--- config.mk ---
export PLATFORM = sky130hd
export DESIGN_NAME = writeback_regfile_pipe
export DESIGN_NICKNAME = d
export VERILOG_FILES = /design/src/rtl/writeback_regfile_pipe_pkg.sv /design/src/rtl/writeback_regfile_pipe_regfile_pipe.sv /design/src/rtl/writeback_regfile_pipe.sv
export SDC_FILE = /design/constraint.sdc
export NUM_CORES = 2
export LEC_CHECK = 0
export CAP_MARGIN = 20
export CORE_ASPECT_RATIO = 1.1
export CORE_MARGIN = 3
export CORE_UTILIZATION = 51
export CTS_CLUSTER_SIZE = 12
export DETAILED_ROUTE_END_ITERATION = 10
export DONT_BUFFER_PORTS = 1
export GPL_ROUTABILITY_DRIVEN = 0
export PLACE_DENSITY_LB_ADDON = 0.15
export SLEW_MARGIN = 20
export SYNTH_ARGS = -nofsm -noshare
export SYNTH_HDL_FRONTEND = slang
export SYNTH_SLANG_ARGS = --single-unit
--- constraint.sdc ---
create_clock -name clk_i -period 46.7 [get_ports clk_i]
set_input_delay 9.34 -clock clk_i [delete_from_list [all_inputs] [get_ports clk_i]]
set_output_delay 9.34 -clock clk_i [all_outputs]
set_load 0.05 [all_outputs]
--- src/rtl/writeback_regfile_pipe_pkg.sv ---
// Shared constants and types for the writeback stage: status codes, instruction
// codes, register IDs, the W pipeline-register layout and the control states.
package writeback_regfile_pipe_pkg;

    localparam logic [3:0] STAT_AOK = 4'h1;
    localparam logic [3:0] STAT_HLT = 4'h2;
    localparam logic [3:0] STAT_ADR = 4'h3;
    localparam logic [3:0] STAT_INS = 4'h4;

    localparam logic [3:0] I_HALT   = 4'h0;
    localparam logic [3:0] I_NOP    = 4'h1;
    localparam logic [3:0] I_RRMOVQ = 4'h2;
    localparam logic [3:0] I_IRMOVQ = 4'h3;
    localparam logic [3:0] I_RMMOVQ = 4'h4;
    localparam logic [3:0] I_MRMOVQ = 4'h5;
    localparam logic [3:0] I_OPQ    = 4'h6;
    localparam logic [3:0] I_JXX    = 4'h7;
    localparam logic [3:0] I_CALL   = 4'h8;
    localparam logic [3:0] I_RET    = 4'h9;
    localparam logic [3:0] I_PUSHQ  = 4'hA;
    localparam logic [3:0] I_POPQ   = 4'hB;

    localparam logic [3:0] REG_RSP  = 4'h4;
    localparam logic [3:0] RNONE    = 4'hF;
    localparam int         NUM_REGS = 15;

    typedef enum logic [0:0] {
        ST_RUN  = 1'b0,
        ST_HALT = 1'b1
    } ctrl_state_t;

    typedef struct packed {
        logic [3:0]  stat;
        logic [3:0]  icode;
        logic [63:0] val_e;
        logic [63:0] val_m;
        logic [3:0]  dst_e;
        logic [3:0]  dst_m;
    } w_entry_t;

    // Canonical NOP bubble: harmless status, no destinations, zero data.
    function automatic w_entry_t bubble_entry();
        w_entry_t e;
        e.stat  = STAT_AOK;
        e.icode = I_NOP;
        e.val_e = 64'h0;
        e.val_m = 64'h0;
        e.dst_e = RNONE;
        e.dst_m = RNONE;
        return e;
    endfunction

endpackage

--- src/rtl/writeback_regfile_pipe_regfile_pipe.sv ---
// Fifteen-entry 64-bit register file with two write ports (E and M, M wins on
// collision) and two combinational read ports that forward in-flight writes.
module regfile_pipe
    import writeback_regfile_pipe_pkg::*;
(
    input  logic        clk,
    input  logic        rst,
    input  logic        we,
    input  logic [3:0]  dst_e,
    input  logic [63:0] val_e,
    input  logic [3:0]  dst_m,
    input  logic [63:0] val_m,
    input  logic [3:0]  src_a,
    input  logic [3:0]  src_b,
    output logic [63:0] rval_a,
    output logic [63:0] rval_b,
    output logic [63:0] rsp
);

    logic [63:0] regs_r [NUM_REGS];
    logic        we_e_s;
    logic        we_m_s;
    logic [63:0] stored_a_s;
    logic [63:0] stored_b_s;

    // Resolve one read port: RNONE reads zero, M forwarding beats E forwarding.
    function automatic logic [63:0] read_port(
        input logic [3:0]  src,
        input logic [63:0] stored,
        input logic        wr_e,
        input logic [3:0]  wr_dst_e,
        input logic [63:0] wr_val_e,
        input logic        wr_m,
        input logic [3:0]  wr_dst_m,
        input logic [63:0] wr_val_m
    );
        logic [63:0] r;
        if (src == RNONE) begin
            r = 64'h0;
        end else if (wr_m && (wr_dst_m == src)) begin
            r = wr_val_m;
        end else if (wr_e && (wr_dst_e == src)) begin
            r = wr_val_e;
        end else begin
            r = stored;
        end
        return r;
    endfunction

    // Per-port write enables; RNONE is never a real destination.
    always_comb begin
        we_e_s = we && (dst_e != RNONE);
        we_m_s = we && (dst_m != RNONE);
    end

    // Stored values for each read port, guarding the out-of-range RNONE index.
    always_comb begin
        stored_a_s = 64'h0;
        stored_b_s = 64'h0;
        if (src_a != RNONE) begin
            stored_a_s = regs_r[src_a];
        end else begin
            stored_a_s = 64'h0;
        end
        if (src_b != RNONE) begin
            stored_b_s = regs_r[src_b];
        end else begin
            stored_b_s = 64'h0;
        end
    end

    // Forwarding read ports.
    always_comb begin
        rval_a = read_port(src_a, stored_a_s, we_e_s, dst_e, val_e, we_m_s, dst_m, val_m);
        rval_b = read_port(src_b, stored_b_s, we_e_s, dst_e, val_e, we_m_s, dst_m, val_m);
    end

    assign rsp = regs_r[REG_RSP];

    // Register storage; the M write is issued last so it wins a same-index collision.
    always_ff @(posedge clk or posedge rst) begin
        if (rst) begin
            for (int i = 0; i < NUM_REGS; i++) begin
                regs_r[i] <= 64'h0;
            end
        end else begin
            if (we_e_s) begin
                regs_r[dst_e] <= val_e;
            end
            if (we_m_s) begin
                regs_r[dst_m] <= val_m;
            end
        end
    end

endmodule

--- src/rtl/writeback_regfile_pipe.sv ---
// Writeback stage: W pipeline register, RUN/HALT control, retired-instruction
// counter, and the register file that W commits into.
module writeback_regfile_pipe
    import writeback_regfile_pipe_pkg::*;
(
    input  logic        clk_i,
    input  logic        rst_i,
    input  logic        W_stall_i,
    input  logic        W_bubble_i,
    input  logic [3:0]  M_stat_i,
    input  logic [3:0]  M_icode_i,
    input  logic [63:0] M_valE_i,
    input  logic [63:0] m_valM_i,
    input  logic [3:0]  M_dstE_i,
    input  logic [3:0]  M_dstM_i,
    input  logic [3:0]  d_srcA_i,
    input  logic [3:0]  d_srcB_i,
    output logic [63:0] d_rvalA_o,
    output logic [63:0] d_rvalB_o,
    output logic [3:0]  W_stat_o,
    output logic [3:0]  W_icode_o,
    output logic [63:0] W_valE_o,
    output logic [63:0] W_valM_o,
    output logic [3:0]  W_dstE_o,
    output logic [3:0]  W_dstM_o,
    output logic        halt_o,
    output logic [63:0] instret_o,
    output logic [63:0] rsp_o
);

    w_entry_t    w_r;
    w_entry_t    m_entry_s;
    ctrl_state_t state_r;
    logic        halt_r;
    logic [63:0] instret_r;
    logic        commit_s;
    logic        retire_s;

    // Pack memory-stage results and derive commit/retire qualifiers.
    always_comb begin
        m_entry_s.stat  = M_stat_i;
        m_entry_s.icode = M_icode_i;
        m_entry_s.val_e = M_valE_i;
        m_entry_s.val_m = m_valM_i;
        m_entry_s.dst_e = M_dstE_i;
        m_entry_s.dst_m = M_dstM_i;
        commit_s = (state_r == ST_RUN) && (w_r.stat == STAT_AOK);
        retire_s = commit_s && (w_r.icode != I_NOP);
    end

    // W pipeline register: halt freezes it, stall outranks bubble.
    always_ff @(posedge clk_i or posedge rst_i) begin
        if (rst_i) begin
            w_r <= bubble_entry();
        end else if (state_r == ST_HALT) begin
            w_r <= w_r;
        end else if (W_stall_i) begin
            w_r <= w_r;
        end else if (W_bubble_i) begin
            w_r <= bubble_entry();
        end else begin
            w_r <= m_entry_s;
        end
    end

    // Control FSM with registered halt flag and retire counter.
    always_ff @(posedge clk_i or posedge rst_i) begin
        if (rst_i) begin
            state_r   <= ST_RUN;
            halt_r    <= 1'b0;
            instret_r <= 64'h0;
        end else begin
            case (state_r)
                ST_RUN: begin
                    if (w_r.stat != STAT_AOK) begin
                        state_r <= ST_HALT;
                        halt_r  <= 1'b1;
                    end else begin
                        state_r <= ST_RUN;
                        halt_r  <= 1'b0;
                    end
                    if (retire_s) begin
                        instret_r <= instret_r + 64'd1;
                    end
                end
                ST_HALT: begin
                    state_r <= ST_HALT;
                    halt_r  <= 1'b1;
                end
                default: begin
                    state_r <= ST_HALT;
                    halt_r  <= 1'b1;
                end
            endcase
        end
    end

    regfile_pipe u_regfile (
        .clk    (clk_i),
        .rst    (rst_i),
        .we     (commit_s),
        .dst_e  (w_r.dst_e),
        .val_e  (w_r.val_e),
        .dst_m  (w_r.dst_m),
        .val_m  (w_r.val_m),
        .src_a  (d_srcA_i),
        .src_b  (d_srcB_i),
        .rval_a (d_rvalA_o),
        .rval_b (d_rvalB_o),
        .rsp    (rsp_o)
    );

    assign W_stat_o  = w_r.stat;
    assign W_icode_o = w_r.icode;
    assign W_valE_o  = w_r.val_e;
    assign W_valM_o  = w_r.val_m;
    assign W_dstE_o  = w_r.dst_e;
    assign W_dstM_o  = w_r.dst_m;
    assign halt_o    = halt_r;
    assign instret_o = instret_r;

endmodule

Yosys cells after proc, flatten, opt, wreduce, memory -nomap -nowiden:

Cells that the tools add are included.

* register bits: 1169
* input port bits: 156
* output and inout port bits: 401
* logic and storage cells: 86

* $add $sub $neg: 1
* magnitude comparators: 6
* eq/ne operators: 13
* multiplexer cells: 25
* bitwise gates (word level): 6
* reductions and logical operators: 12

Operators by type and width (number)
* 960-bit bitwise mux: 2
* 960-bit 2-to-1 mux: 2
* 64-bit 2-to-1 mux: 14
* 64-bit binary-select mux with 4-bit select: 2
* 64-bit demux with 4-bit select: 2
* 144-bit 2-to-1 mux: 1
* 64-bit by 1-bit adder with 64-bit output, second input constant: 1
* 5-bit greater-or-equal comparator, second input constant: 4
* 4-bit inverter with 5-bit output: 4
* 4-bit == test: 4
* 4-bit inequality test, second input constant: 4
* 1-bit logical AND: 10
* 5-bit by 1-bit less-than comparator with 1-bit output, second input constant: 2
* 4-bit == test, second input constant: 2
* 4-bit by 1-bit inequality test with 1-bit output, second input constant: 2
* 4-bit by 1-bit == test with 1-bit output, second input constant: 1
* 2-bit AND reduction: 2
* 1-bit inverter: 2
* 1-bit one-hot mux with 2 select lines: 1
* 1-bit 2-to-1 mux: 1

Logic depth before layout (Yosys ltp):

* depth after elaboration: 9
* depth in mapped cells: 10
* mapped depth without buffers: 6

By module:

From an unflattened synthesis, not the netlist that was laid out.

* cells, all modules: 7668
* area total of the unflattened synthesis: 73894.6 µm²

Modules (own cells, without submodules)
* regfile_pipe: instances 1, cells an instance 6754, area each 64729.6 µm², seq. area each 24023.0 µm²
* writeback_regfile_pipe: instances 1, cells an instance 914, area each 9165.0 µm², seq. area each 5242.5 µm²

Worst setup path after synthesis:

OpenSTA, ideal clock, no wires.

* kind: input to output
* from: in d_srcA_i[0]
* to: out d_rvalA_o[18]
* arrival time: 11.768 ns
* data required time: 37.360 ns
* setup slack: 25.592 ns
* stages: 8
* path buffers: 4
* path through: clkbuf_1 clkbuf_1 buf_2 buf_1 mux4_2 o21ai_0 nor3_1 a221o_1

* longest elaborated chain between the ends: 8
* elaborated cells between the ends (all ways): 14
* classes of those cells: 4 x eq/ne; 7 x mux; 1 x bitwise; 2 x reduce/logical

Ends and longest elaborated chain
* from (decl): line writeback_regfile_pipe.sv:16 `input logic [3:0] d_srcA_i,`
* 4-bit inverter with 5-bit output (not written as such): line writeback_regfile_pipe_regfile_pipe.sv:61 `stored_a_s = regs_r[src_a];`
* 64-bit binary-select mux with 4-bit select: line writeback_regfile_pipe_regfile_pipe.sv:61
* 64-bit 2-to-1 mux (not written as such) (2 in a row): line writeback_regfile_pipe_regfile_pipe.sv:61
* 64-bit 2-to-1 mux: line writeback_regfile_pipe_regfile_pipe.sv:60 `if (src_a != RNONE) begin`
* 64-bit 2-to-1 mux: line writeback_regfile_pipe_regfile_pipe.sv:42 `end else if (wr_e && (wr_dst_e == src)) begin`
* 64-bit 2-to-1 mux: line writeback_regfile_pipe_regfile_pipe.sv:40 `end else if (wr_m && (wr_dst_m == src)) begin`
* 64-bit 2-to-1 mux (*): line writeback_regfile_pipe_regfile_pipe.sv:38 `if (src == RNONE) begin`
* to (decl): line writeback_regfile_pipe.sv:18 `output logic [63:0] d_rvalA_o,`

Every way passes the cells marked *; elsewhere a longest branch is shown, timed or not. The select of a mux whose other input is x is not followed.

Worst setup path after layout:

* from: in d_srcB_i[1]
* to: out d_rvalB_o[4]

* longest elaborated chain between the ends: 8
* elaborated cells between the ends (all ways): 14
* classes of those cells: 4 x eq/ne; 7 x mux; 1 x bitwise; 2 x reduce/logical

Ends and longest elaborated chain
* from (decl): line writeback_regfile_pipe.sv:17 `input logic [3:0] d_srcB_i,`
* 4-bit inverter with 5-bit output (not written as such): line writeback_regfile_pipe_regfile_pipe.sv:66 `stored_b_s = regs_r[src_b];`
* 64-bit binary-select mux with 4-bit select: line writeback_regfile_pipe_regfile_pipe.sv:66
* 64-bit 2-to-1 mux (not written as such) (2 in a row): line writeback_regfile_pipe_regfile_pipe.sv:66
* 64-bit 2-to-1 mux: line writeback_regfile_pipe_regfile_pipe.sv:65 `if (src_b != RNONE) begin`
* 64-bit 2-to-1 mux: line writeback_regfile_pipe_regfile_pipe.sv:42
* 64-bit 2-to-1 mux: line writeback_regfile_pipe_regfile_pipe.sv:40
* 64-bit 2-to-1 mux (*): line writeback_regfile_pipe_regfile_pipe.sv:38
* to (decl): line writeback_regfile_pipe.sv:19 `output logic [63:0] d_rvalB_o,`

Marks and branches as above.

==> results.py <==
metrics = {
    "min_path": {
        "whs_path_depth": 2,
        "hold_path_class": "flop to flop",
    },
    "power": {
        "intPower_mw": 1.790,
        "switching_power_mw": 0.7568,
        "clkPwrFrac": 0.434,
        "p_leak_nw": 33.23,
        "p_per_area_nw_per_um2": 33.11,
        "comb_power_share": 0.129,
        "pwr-share-seq": 0.437,
        "vdd.ir_drop.worst_mv": 0.03721,
        "swShare": 0.2972,
    },
    "detailed_routing": {
        "final_antenna_net_count": 0,
        "drt_pass1_iterations": 9,
        "num_vias": 62455,
        "routed_via_density": 6.995,
        "wirelength_um": 288400,
        "drc": 0,
        "wl_per_cell_um": 32.30,
        "drt_first_iter_violations": 8587,
    },
    "clock_tree": {
        "post-cts-setup-buffers": 0,
        "hold_buffers": 0,
        "cts_buffer_depth": 3,
        "cts_tree": "done",
        "clkTransAtPathRegs_ns": 0.06,
        "cts_buffers": 136,
        "cts_root_buf": "clkbuf_16",
        "clkLatencyLatePin_ns": 0.80,
        "cts_resized": 0,
        "cts_num_sinks": 1169,
        "htreeDepth": 4,
    },
    "global_routing": {
        "use_met1": 0.4930,
        "grt_max_degree": 377,
        "grt_use_total": 0.3874,
        "top_usage_layer": "met2",
        "grt_util_met3": 0.1161,
        "antenna_found_initial": 6,
        "grt_pass1_wl_um": 417100,
        "overflow": 0,
        "grt_pass1_vias": 59839,
        "use_met2": 0.5953,
    },
    "yosys": {
        "synth_top_area_frac": 0.4037,
        "yosysWarnings": 0,
        "netlist_area_um2": 71840,
        "yosysUniqueCellTypes": 54,
        "ys_seq_elements": 1169,
        "synthCells": 7588,
        "synth_edf_count": 0,
        "syn_area_per_cell_um2": 9.467,
        "synth-seq-area-share": 0.4074,
        "synthTopCellsByArea": "dfrtp_1 (40%), mux2i_1 (14%), mux4_2 (7.9%)",
        "synth-async-reset-ratio": 1.000,
        "synth_nets": 7745,
        "yosysTopAreaCell": "dfrtp_1",
        "synthFlopType": "dfrtp_1",
    },
    "sta": {
        "worst_slew_pin_slew_ns": 1.296,
        "whs_ns": 0.4827,
        "rsz0062_at_grt": "no",
        "slew-limit-headroom": 0.1361,
        "fin_crit_sh": 0.5057,
        "drv_slew": 0,
        "worst_clock_skew_ns": 0.03063,
        "finalWorstSetupSlack_ns": 23.09,
        "finalHoldViolCount": 0,
        "finalSetupViolations": 0,
        "fmax_mhz": 42.35,
        "min_period_ns": 23.61,
        "tns_ns": 0,
    },
    "cells_and_area": {
        "drive_gt1_frac": 0.1164,
        "area_growth_pct": 7.078,
        "fillers": 12261,
        "layout.cells.non_filler": 8929,
        "fin_nets": 7166,
    },
    "setup_path": {
        "critPathTopFamily": "buffers and inverters",
        "criticalPathCategory": "primary input to output port",
        "cp-start-kind": "primary input",
        "end_kind": "output port",
        "slowest_delay_ns": 0.91,
        "cp.depth": 9,
        "crit_slowest_cell": "buf_4",
        "critPathBufInv": 4,
        "path_common_cell": "buf_16",
        "ff2ff_path_depth": 8,
        "crit_fanout": 117,
        "path_cells": "buf_16 > buf_16 > buf_16 > nand2b_4 > buf_4 > o221ai_1 > a31oi_1 > nor3_1 > a221o_1",
        "crit_arrival_ns": 14.27,
        "cp.required_ns": 37.36,
    },
    "floorplanning": {
        "placementRows": 143,
        "die_y_um": 399.6,
        "die_w_um": 363.8,
        "core_area_um2": 139000,
        "start_util": 0.5167,
        "die_area_um2": 145400,
        "io_pins": 557,
    },
    "run_status": {
        "status": "finished, final reports clean",
    },
    "place": {
        "place_hpwl_um": 160600,
        "io_buffers": 0,
        "post-place-cells": 8677,
        "dp_slack_ns": 24.70,
    },
    "flow_run": {
        "maxCapViolCount": 0,
    },
}
metal layers:
metal | part of all wire | up-vias | wire length, µm
met3 | 0.12 | 1010 | 35780
met2 | 0.45 | 4515 | 128800
li1 | - | 26195 | -
met1 | 0.37 | 30735 | 107000
met4 | 0.058 | 0 | 16830
met5 | 0 | - | 0
worst paths after layout:
path                                               start                              end  slack, ns
worst max-delay path                         d_srcB_i[1]                     d_rvalB_o[4]      23.09
max in group asynchronous                          rst_i  u_regfile.regs_r[412]$_DFF_PP0_      34.76
worst min register to register  W_valE_o[35]$_DFFE_PP0P_         W_valE_o[35]$_DFFE_PP0P_       0.48
min in group asynchronous                          rst_i         W_valM_o[63]$_DFFE_PP0P_       8.56
worst max register to register   W_stat_o[0]$_DFFE_PP1P_  u_regfile.regs_r[471]$_DFF_PP0_      41.87
worst min-delay path            W_valE_o[35]$_DFFE_PP0P_         W_valE_o[35]$_DFFE_PP0P_       0.48
power groups by stage:
stage | Combinational, mW | Clock [mW] | Sequential, mW
final | 0.328 | 1.11 | 1.11
after global routing | 0.344 | 1.15 | 1.12
after detailed placement | 0.312 | 0 | 1.13
after CTS | 0.313 | 1.11 | 1.11
after global placement | 0.311 | 0 | 1.13
after floorplan | 0.241 | 0 | 1.13
worst register-to-register path, stage by stage (launching register included):
cell and delay (ns):
dfstp_2 0.73, or4b_1 0.47, buf_4 0.22, nor4b_2 0.76
nor2b_4 0.72, buf_4 0.86, buf_4 0.69, nor2_1 0.15
a21oi_1 0.16
cells in the mapped netlist, types with 6 or more instances:
master,instances
dfrtp_1,1159
and4_1,10
o2bb2ai_1,7
mux4_2,253
nor2b_1,64
buf_1,99
a221oi_1,52
xnor2_1,38
and3_1,6
a21oi_1,770
a22oi_1,98
and2_1,130
a31oi_1,177
a22o_1,12
dfstp_2,10
inv_1,75
o22ai_1,8
o221ai_1,128
buf_2,67
o21ai_0,298
buf_4,86
xor2_1,41
a211oi_1,204
mux2_2,69
a221o_1,127
mux2i_1,996
nor4_1,23
clkbuf_1,691
nor3_1,88
nand3_1,84
nand2_1,638
nand2b_1,144
nor2_1,869
nand4_1,33
layout make-up:
type | count | area (µm²) | area share
repair buffers | 226 | 1872 | 0.02433
multi-input cells | 5400 | 38710 | 0.5032
clock inverters | 38 | 505.5 | 0.006571
well taps | 1812 | 2267 | 0.02947
clock buffers | 202 | 3996 | 0.05195
diodes | 6 | 15.01 | 0.0001952
inverters | 76 | 292.8 | 0.003806
flip-flops and latches | 1169 | 29270 | 0.3805
through the flow:
stage	cell area, µm²	utilization	power [mW]
after floorplan	71840	-	1.371
after global placement	72250	0.5197	1.440
after detailed placement	72250	0.5197	1.443
after CTS	76750	0.5521	2.540
after global routing	76910	0.5532	2.613
final	76920	0.5533	2.547
cell families after synthesis:
group / after synthesis / synth area share
fa+ha+maj: 1 / 0.0001741
simple gates: 2115 / 0.1301
buf+inv: 1019 / 0.05891
mux: 1318 / 0.2289
flops: 1169 / 0.4074
xor+xnor: 79 / 0.009632
compound gates: 1887 / 0.1648
layout by cell type (no fill, tap or decap), drive strengths merged, types with 7 or more instances in the layout:
cell,instances
a211oi,204
a21oi,770
a221o,127
a221oi,52
a22o,12
a22oi,98
a31oi,177
and2,131
and4,10
buf,226
bufinv,10
clkbuf,202
clkinv,20
dfrtp,1159
dfstp,10
inv,83
mux2,69
mux2i,996
mux4,253
nand2,638
nand2b,144
nand3,84
nand4,33
nor2,869
nor2b,64
nor3,91
nor4,28
o21ai,298
o221ai,128
o22ai,8
o2bb2ai,7
xnor2,38
xor2,41
registers in the layout, summed over array words and instances (netlist names):
register          count
W_stat_o              4
halt_o                1
W_dstM_o              4
W_valE_o             64
instret_o            64
W_valM_o             64
W_icode_o             4
W_dstE_o              4
u_regfile.regs_r    896
u_regfile.rsp        64
(Power assumes the default switching activity.)
